$ cat src/rtl/credit_pkg.sv
// credit_pkg: shared limits and width helper for the credit receiver slice
package credit_pkg;
    localparam int MIN_MAX_CREDIT = 1;
    localparam int MIN_POP_CREDIT_MAX = 1;
    function automatic int clog2_safe(input int v);
        return (v <= 2) ? 1 : $clog2(v);
    endfunction
endpackage

$ cat src/rtl/credit_sat_counter.sv
// credit_sat_counter: up-by-N / down-by-1 counter with load and saturation at MAX
module credit_sat_counter #(
    parameter int W   = 4,
    parameter int NW  = 1,
    parameter int MAX = 8
) (
    input  logic          clk,
    input  logic          rst,
    input  logic          load,
    input  logic [W-1:0]  load_val,
    input  logic [NW-1:0] inc,
    input  logic          dec,
    output logic [W-1:0]  count,
    output logic          ovf
);
    localparam int SW = ((W > NW) ? W : NW) + 1;
    logic [SW-1:0] sum;
    assign sum = SW'(count) + SW'(inc) - SW'(dec);
    assign ovf = !load && sum > SW'(MAX);
    always_ff @(posedge clk or negedge rst)
        if (!rst) count <= '0;
        else count <= load ? load_val : ovf ? W'(MAX) : sum[W-1:0];
endmodule

$ cat src/rtl/credit_receiver_pool.sv
// credit_receiver_pool: receive-side credit pool returning one credit per cycle,
// with withhold, replenish, optional registered return and sticky error flags
module credit_receiver_pool
    import credit_pkg::*;
#(
    parameter int WIDTH           = 8,
    parameter int MAX_CREDIT      = 8,
    parameter int POP_CREDIT_MAX  = 1,
    parameter int REG_PUSH_CREDIT = 0,
    localparam int CW = clog2_safe(MAX_CREDIT + 1),
    localparam int PW = clog2_safe(POP_CREDIT_MAX + 1)
) (
    input  logic             clk,
    input  logic             rst,
    input  logic             push_sender_in_reset,
    output logic             push_receiver_in_reset,
    input  logic             push_credit_stall,
    output logic             push_credit,
    input  logic             push_valid,
    input  logic [WIDTH-1:0] push_data,
    output logic             pop_valid,
    output logic [WIDTH-1:0] pop_data,
    input  logic [PW-1:0]    pop_credit,
    input  logic [CW-1:0]    credit_initial,
    input  logic [CW-1:0]    credit_withhold,
    output logic [CW-1:0]    credit_count,
    output logic [CW-1:0]    credit_available,
    output logic             credit_overflow,
    output logic             protocol_error
);
    if (MAX_CREDIT < MIN_MAX_CREDIT) begin : g_bad_max
        $error("MAX_CREDIT must be >= 1");
    end
    if (POP_CREDIT_MAX < MIN_POP_CREDIT_MAX) begin : g_bad_pop
        $error("POP_CREDIT_MAX must be >= 1");
    end
    logic in_reset, issue, pc_q, out_dec, bad_beat, pool_ovf, unused_out_ovf;
    logic [CW-1:0] outstanding;
    assign in_reset = push_receiver_in_reset | push_sender_in_reset;
    assign credit_available = (credit_count > credit_withhold) ? credit_count - credit_withhold : '0;
    assign issue = !in_reset && !push_credit_stall && credit_available != '0;
    // a registered credit still in the flop when a reset starts is dropped with the rest
    assign push_credit = (REG_PUSH_CREDIT != 0) ? pc_q && !in_reset : issue;
    assign pop_valid = push_valid && !in_reset;
    assign pop_data = push_data;
    assign bad_beat = !in_reset && push_valid && outstanding == '0 && !push_credit;
    assign out_dec = push_valid && (outstanding != '0 || push_credit);
    credit_sat_counter #(.W(CW), .NW(PW), .MAX(MAX_CREDIT)) u_pool (
        .clk      (clk),
        .rst      (rst),
        .load     (in_reset),
        .load_val (credit_initial),
        .inc      (pop_credit),
        .dec      (issue),
        .count    (credit_count),
        .ovf      (pool_ovf)
    );
    credit_sat_counter #(.W(CW), .NW(1), .MAX((1 << CW) - 1)) u_outstanding (
        .clk      (clk),
        .rst      (rst),
        .load     (in_reset),
        .load_val ('0),
        .inc      (push_credit),
        .dec      (out_dec),
        .count    (outstanding),
        .ovf      (unused_out_ovf)
    );
    always_ff @(posedge clk or negedge rst)
        if (!rst) begin
            push_receiver_in_reset <= 1'b1;
            pc_q <= 1'b0;
            credit_overflow <= 1'b0;
            protocol_error <= 1'b0;
        end else begin
            push_receiver_in_reset <= 1'b0;
            pc_q <= issue;
            credit_overflow <= credit_overflow | pool_ovf;
            protocol_error <= protocol_error | bad_beat;
        end
    always @(posedge clk)
        if (rst) assert (pop_credit <= PW'(POP_CREDIT_MAX));
endmodule

$ cat config.mk
export PLATFORM = sky130hd
export DESIGN_NAME = credit_receiver_pool
export DESIGN_NICKNAME = d
export VERILOG_FILES = /design/src/rtl/credit_pkg.sv /design/src/rtl/credit_sat_counter.sv /design/src/rtl/credit_receiver_pool.sv
export SDC_FILE = /design/constraint.sdc
export NUM_CORES = 1
export LEC_CHECK = 0
export ABC_AREA = 1
export CAP_MARGIN = 30
export CORE_MARGIN = 5
export CORE_UTILIZATION = 40
export CTS_CLUSTER_SIZE = 20
export DETAILED_ROUTE_END_ITERATION = 6
export PLACE_DENSITY = 0.77
export SETUP_SLACK_MARGIN = 0.2
export SLEW_MARGIN = 20
export SYNTH_ARGS = -nofsm -noshare
export SYNTH_HDL_FRONTEND = slang
export SYNTH_SLANG_ARGS = --single-unit
$ cat constraint.sdc
create_clock -name clk -period 3.2 [get_ports clk]
set_input_delay 0.32 -clock clk [delete_from_list [all_inputs] [get_ports clk]]
set_output_delay 0.32 -clock clk [all_outputs]
set_load 0.005 [all_outputs]
# Word-level counts from Yosys, hierarchy flattened
# Cells that the tools add are included.
word_totals:
  regBits: 11
  word_cells: 36
  in_bits: 22
op_classes:
  n_reduce_logical: 15
  add_sub_neg: 5
  n_mux: 5
  n_bitwise: 3
  n_lt_le_gt_ge: 3
op_table:
  columns: ["op", "count"]
  rows:
  - ["$mux W4", 5]
  - ["$add A4 B1 Y5", 2]
  - ["$gt A5 B4 Y1 const B", 2]
  - ["$sub A5 B1 Y5", 2]
  - ["$logic_and A1 B1 Y1", 8]
  - ["$reduce_bool A4 Y1", 2]
  - ["$gt A4 B4 Y1", 1]
  - ["$logic_not A4 Y1", 1]
  - ["$sub A4 B4 Y4", 1]
  - ["$logic_not A1 Y1", 3]
  - ["$or A1 B1 Y1", 3]
  - ["$logic_or A1 B1 Y1", 1]

# Logic depth before layout (Yosys ltp)
logic_depth:
  depth_word: 11
  ltp_mapped: 25

# By module
# Synthesis repeated with hierarchy kept, for this count alone.
hier_totals:
  hier_cells: 173
  area_unflattened_um2: 1219.9
by_module_without_submodules:
  columns: ["module", "area_per_inst_um2", "n_inst", "cells_each", "seq_area_each_um2"]
  rows:
  - ["credit_receiver_pool", 450.4, 1, 71, 76.3]
  - ["credit_sat_counter at u_pool", 385.4, 1, 50, 100.1]
  - ["credit_sat_counter at u_outstanding", 384.1, 1, 52, 100.1]

# Least setup slack after synthesis
# OpenSTA, ideal clock, no wires.
synth_timing:
  path_type: "register to register"
  startpoint: "register u_pool.count[0]"
  endpoint: "register credit_overflow"
  stages_incl_launch_ff: 25
  slack_ps: -33
  t_required_ps: 3082
  setup_time_ps: 118
  arrival_time_ps: 3115
  path_cell_list: "dfrtp_1 -> inv_1 -> ha_1 -> inv_1 -> fa_1 -> inv_1 -> nor2_1 -> nor2_1 -> nor2_4 -> nand2_1 -> nand3_2 -> nand2_2 -> inv_1 -> ha_1 -> inv_1 -> ha_1 -> inv_1 -> fa_1 -> nor2_1 -> o21ai_0 -> nand2_1 -> nand2_1 -> nand2_1 -> nand2_1 -> a21o_1"
synth_between:
  elab_chain_cells: 8
  word_cells_on_any_way: 10
synth_rtl:
  columns: ["item", "line_no", "source"]
  rows:
  - ["start: declaration", "credit_sat_counter.sv:13", "output logic [W-1:0] count,"]
  - ["start signal: assignment", "credit_sat_counter.sv:22", "else count <= load ? load_val : ovf ? W'(MAX) : sum[W-1:0];"]
  - ["$sub A4 B4 Y4 / $gt A4 B4 Y1 (equally long branches)", "credit_receiver_pool.sv:40", "assign credit_available = (credit_count > credit_withhold) ? credit_count - credit_withhold : '0;"]
  - ["$mux W4 *", "credit_receiver_pool.sv:40", null]
  - ["$reduce_bool A4 Y1 *", "credit_receiver_pool.sv:41", "assign issue = !in_reset && !push_credit_stall && credit_available != '0;"]
  - ["$logic_and A1 B1 Y1 *", "credit_receiver_pool.sv:41", null]
  - ["named net push_credit", "credit_receiver_pool.sv:18", "output logic push_credit,"]
  - ["$sub A5 B1 Y5 *", "credit_sat_counter.sv:18", "assign sum = SW'(count) + SW'(inc) - SW'(dec);"]
  - ["$gt A5 B4 Y1 *", "credit_sat_counter.sv:19", "assign ovf = !load && sum > SW'(MAX);"]
  - ["$logic_and A1 B1 Y1 *", "credit_sat_counter.sv:19", null]
  - ["$or A1 B1 Y1 *", "credit_receiver_pool.sv:77", "credit_overflow <= credit_overflow | pool_ovf;"]
  - ["end signal: assignment", "credit_receiver_pool.sv:77", null]
  - ["end: declaration", "credit_receiver_pool.sv:28", "output logic credit_overflow,"]
# Mark *: on every way through the listed nets, which the timed path passes. The rest lies on a longest branch.

# Worst setup path in the final report
layout_timing:
  startpoint: "register u_pool.count[0]"
  endpoint: "register u_outstanding.count[1]"
layout_between:
  elab_chain_cells: 11
  word_cells_on_any_way: 13
layout_rtl:
  columns: ["item", "line_no"]
  rows:
  - ["$sub A4 B4 Y4 / $gt A4 B4 Y1 (equally long branches)", "credit_receiver_pool.sv:40"]
  - ["$mux W4 *", "credit_receiver_pool.sv:40"]
  - ["$reduce_bool A4 Y1 *", "credit_receiver_pool.sv:41"]
  - ["$logic_and A1 B1 Y1 *", "credit_receiver_pool.sv:41"]
  - ["parallel branches: the longest is 2 deep, another holds $add A4 B1 Y5", null]
  - ["$sub A5 B1 Y5 *", "credit_sat_counter.sv:18"]
  - ["$gt A5 B4 Y1", "credit_sat_counter.sv:19"]
  - ["$logic_and A1 B1 Y1", "credit_sat_counter.sv:19"]
  - ["$mux W4 * (2 in a row)", "credit_sat_counter.sv:22"]
  - ["end signal: assignment", "credit_sat_counter.sv:22"]
  - ["end: declaration", "credit_sat_counter.sv:13"]
# Every way passes the cells marked *.

==> impl_metrics.json <==
{
  "status": "complete, no violations",
  "rsz0062_at_grt": "yes",
  "power_frac_comb_pct": 69.2,
  "insertion_delay_ns": 0.26,
  "antenna_found_initial": 0,
  "cp_common_cell": "inv_2",
  "synth_xor_area_share_pct": 2.33,
  "die_h_um": 63.1,
  "intPower_uw": 537,
  "ant_nets": 0,
  "slowest_delay_ns": 0.40,
  "clk_pin_slew_worst_paths_ns": 0.07,
  "grt_pass1_wl_um": 4260,
  "fin_skew_ns": 0.00237,
  "synth-seq-area-share_pct": 24.5,
  "track_usage_pct": 12.8,
  "viasPerCell": 4.73,
  "drc": 0,
  "clock_power_share_pct": 10.0,
  "synth_top_flop_cell": "dfrtp_1",
  "grt-ovfl-total": 0,
  "yosys.cell_types.count": 28,
  "power.switching_uw": 386,
  "synthSimpleGateAreaFrac_pct": 22.9,
  "final_max_slew_viol_count": 0,
  "min_period_ns": 3.13,
  "synthesis.nets": 190,
  "p_seq_share_pct": 20.8,
  "final_util_pct": 60.7,
  "hold_path_class": "input port to asynchronous set/reset pin",
  "port_buffers": 26,
  "synth-seq-cells": 11,
  "cts_max_path_buffers": 2,
  "synth.area.mux_share_pct": 0,
  "synth_compound_area_share_pct": 10.1,
  "placed_area_um2": 1520,
  "clock-sinks": 11,
  "startpoint_type": "register",
  "grt_max_degree": 12,
  "ys_async_sr_fraction_pct": 100,
  "htree_levels": 1,
  "path_buf_inv": 6,
  "tns_ns": 0,
  "antenna_cells": 0,
  "post_drt_wl_per_cell_um": 11.1,
  "hold_violations": 0,
  "fmax_ghz": 0.319,
  "required_ns": 3.34,
  "arrival_ns": 3.27,
  "slowest_stage": "dfrtp_1",
  "setup_viol": 0,
  "area_growth_pct": 47.0,
  "fp.dieW_um": 63.1,
  "yosysWarningCount": 0,
  "synthCells": 150,
  "synth_top_family_by_area": "simple AND/OR/NAND/NOR gates",
  "path_delay_family": "adder cells",
  "synth_fa_ha_area_share_pct": 21.9,
  "post-dp-hpwl_um": 2050,
  "ir_drop_mv": 0.474,
  "core_area_um2": 2730,
  "cts_tree": "done",
  "netSwitchingFraction_pct": 41.8,
  "critical_path.max_fanout": 4,
  "p_leak_uw": 0.000826,
  "final_nets": 232,
  "grt_pass1_vias": 1056,
  "syn_area_um2": 1130,
  "place_congestion": 0.837,
  "syn_avg_cell_area_um2": 7.53,
  "synth_edf_count": 0,
  "root_buffer": "clkbuf_4",
  "crit_type": "register to register",
  "worstPathCellList": "inv_2 > ha_4 > inv_2 > fa_2 > inv_2 > nor2_4 > nor2_4 > nor2_4 > nand3_2 > nand3_2 > nand2_2 > a21oi_2 > ha_1 > inv_1 > ha_2 > inv_2 > fa_2 > inv_2 > a21oi_2 > o21bai_2 > a21oi_2 > o21ai_2 > o21ai_1",
  "drive_above_1_share_pct": 34.6,
  "final_area_um2": 1660,
  "wirelength_um": 2470,
  "cts_buffers": 3,
  "first_pass_iters": 4,
  "cp-end-kind": "register",
  "initial_core_util_pct": 41.3,
  "cap_violations": 0,
  "rows": 19,
  "io_pins": 43,
  "num_vias": 1051,
  "fin_crit_sh_pct": 97.9,
  "dieArea_um2": 3990,
  "powerDensity_nw_per_um2": 556,
  "drtIter0Drc": 39
}
[layout make-up]
cell class / count / area [µm²]
multi-input combinational: 93 / 772
sequential: 11 / 277
tap: 31 / 38.8
timing repair buffer: 45 / 402
inverter: 38 / 145
fill: 254 / 1070
clock buffer: 4 / 26.3
[sequential cells by signal, indices dropped and copies added (netlist names)]
| name | flops |
|---|---|
| credit_overflow | 1 |
| protocol_error | 1 |
| push_receiver_in_reset | 1 |
| u_outstanding.count | 4 |
| u_pool.count | 4 |
[Yosys cell counts, types with 2 or more instances]
cell type | count | area, µm²
o21ai_2 | 2 | 17.5
nand3_2 | 4 | 40.0
nand2_2 | 2 | 12.5
nor2_1 | 8 | 30.0
nand3_1 | 9 | 45.0
buf_4 | 8 | 60.1
o21ai_0 | 5 | 25.0
a21oi_1 | 6 | 30.0
xor2_1 | 2 | 17.5
dfrtp_1 | 10 | 250
inv_1 | 37 | 139
nor2_2 | 2 | 12.5
ha_1 | 15 | 188
fa_1 | 3 | 60.1
nand2_1 | 24 | 90.1
[worst register-to-register path, delay by kind of cell (launching register included)]
kind / cells / cell delay, ns
adders and majority gates: 5 / 1.25
AOI/OAI and AO/OA: 6 / 0.56
and+or+nand+nor: 6 / 0.44
DFF: 1 / 0.40
buffers and inverters: 6 / 0.38
[power by group through the flow]
stage / sequential [µW] / clock (µW) / combinational, µW
2_1_floorplan: 190 / 0 / 370
3_3_place_gp: 192 / 0 / 505
3_5_place_dp: 194 / 0 / 526
4_1_cts: 192 / 95.5 / 583
5_1_grt: 195 / 101 / 725
6_report: 192 / 91.9 / 639
[metrics by stage]
stage	hold WS, ns	std cells	power, µW	setup slack [ns]
4_1_cts	0.406	220	870	-0.00479
3_5_place_dp	0.443	211	719	-0.479
6_report	0.383	222	923	0.0685
5_1_grt	0.430	222	1020	-0.152
3_3_place_gp	0.441	211	696	-0.389
2_1_floorplan	0.0244	150	561	0.107
[final timing paths]
check	from	endpoint	slack [ns]	depth (start not counted)
max in group asynchronous	rst	push_receiver_in_reset$_DFF_PN1_	2.47	1
min in group clk	credit_overflow$_DFF_PN0_	credit_overflow$_DFF_PN0_	0.46	1
hold / removal	rst	u_pool.count[2]$_DFF_PN0_	0.38	1
setup / recovery	u_pool.count[0]$_DFF_PN0_	u_outstanding.count[1]$_DFF_PN0_	0.07	23
hold reg to reg	credit_overflow$_DFF_PN0_	credit_overflow$_DFF_PN0_	0.46	1
setup reg to reg	u_pool.count[0]$_DFF_PN0_	u_outstanding.count[1]$_DFF_PN0_	0.07	23
[cell families (layout without fill, tap and decap cells)]
logic type | count (synthesis) | count (layout)
buf+inv | 46 | 87
compound gates | 18 | 18
xor+xnor | 3 | 3
simple gates | 53 | 53
flops | 11 | 11
other cells | 1 | 1
fa+ha+maj | 18 | 18
[placed cells by master, fill, tap and decap left out, drive strengths merged, types with 2 or more instances in the layout]
cell type and n:
clkbuf 4, clkdlybuf4s50 25, ha 15, o21ai 8, a21oi 7, xor2 2
inv 38, dfrtp 10, nand2 26, buf 19, nand3 13, fa 3
nor2 11
[routing by layer]
metal | track usage (%) | vias up | share of wire, %
met2 | 22.7 | 28 | 50
met1 | 14.2 | 476 | 43
li1 | - | 541 | -
met3 | 2.84 | 6 | 4.8
met5 | 0 | - | 0
met4 | 5.84 | 0 | 2.4
[repair_timing]
action / CTS / global route
pin swaps: 18 / 8
buffers inserted: 5 / 2
hold buffers: 0 / 0
setup endpoints to repair: 9 / 9
cloned: 0 / 0
resized for setup: 7 / 9
(Power assumes the default switching activity.)
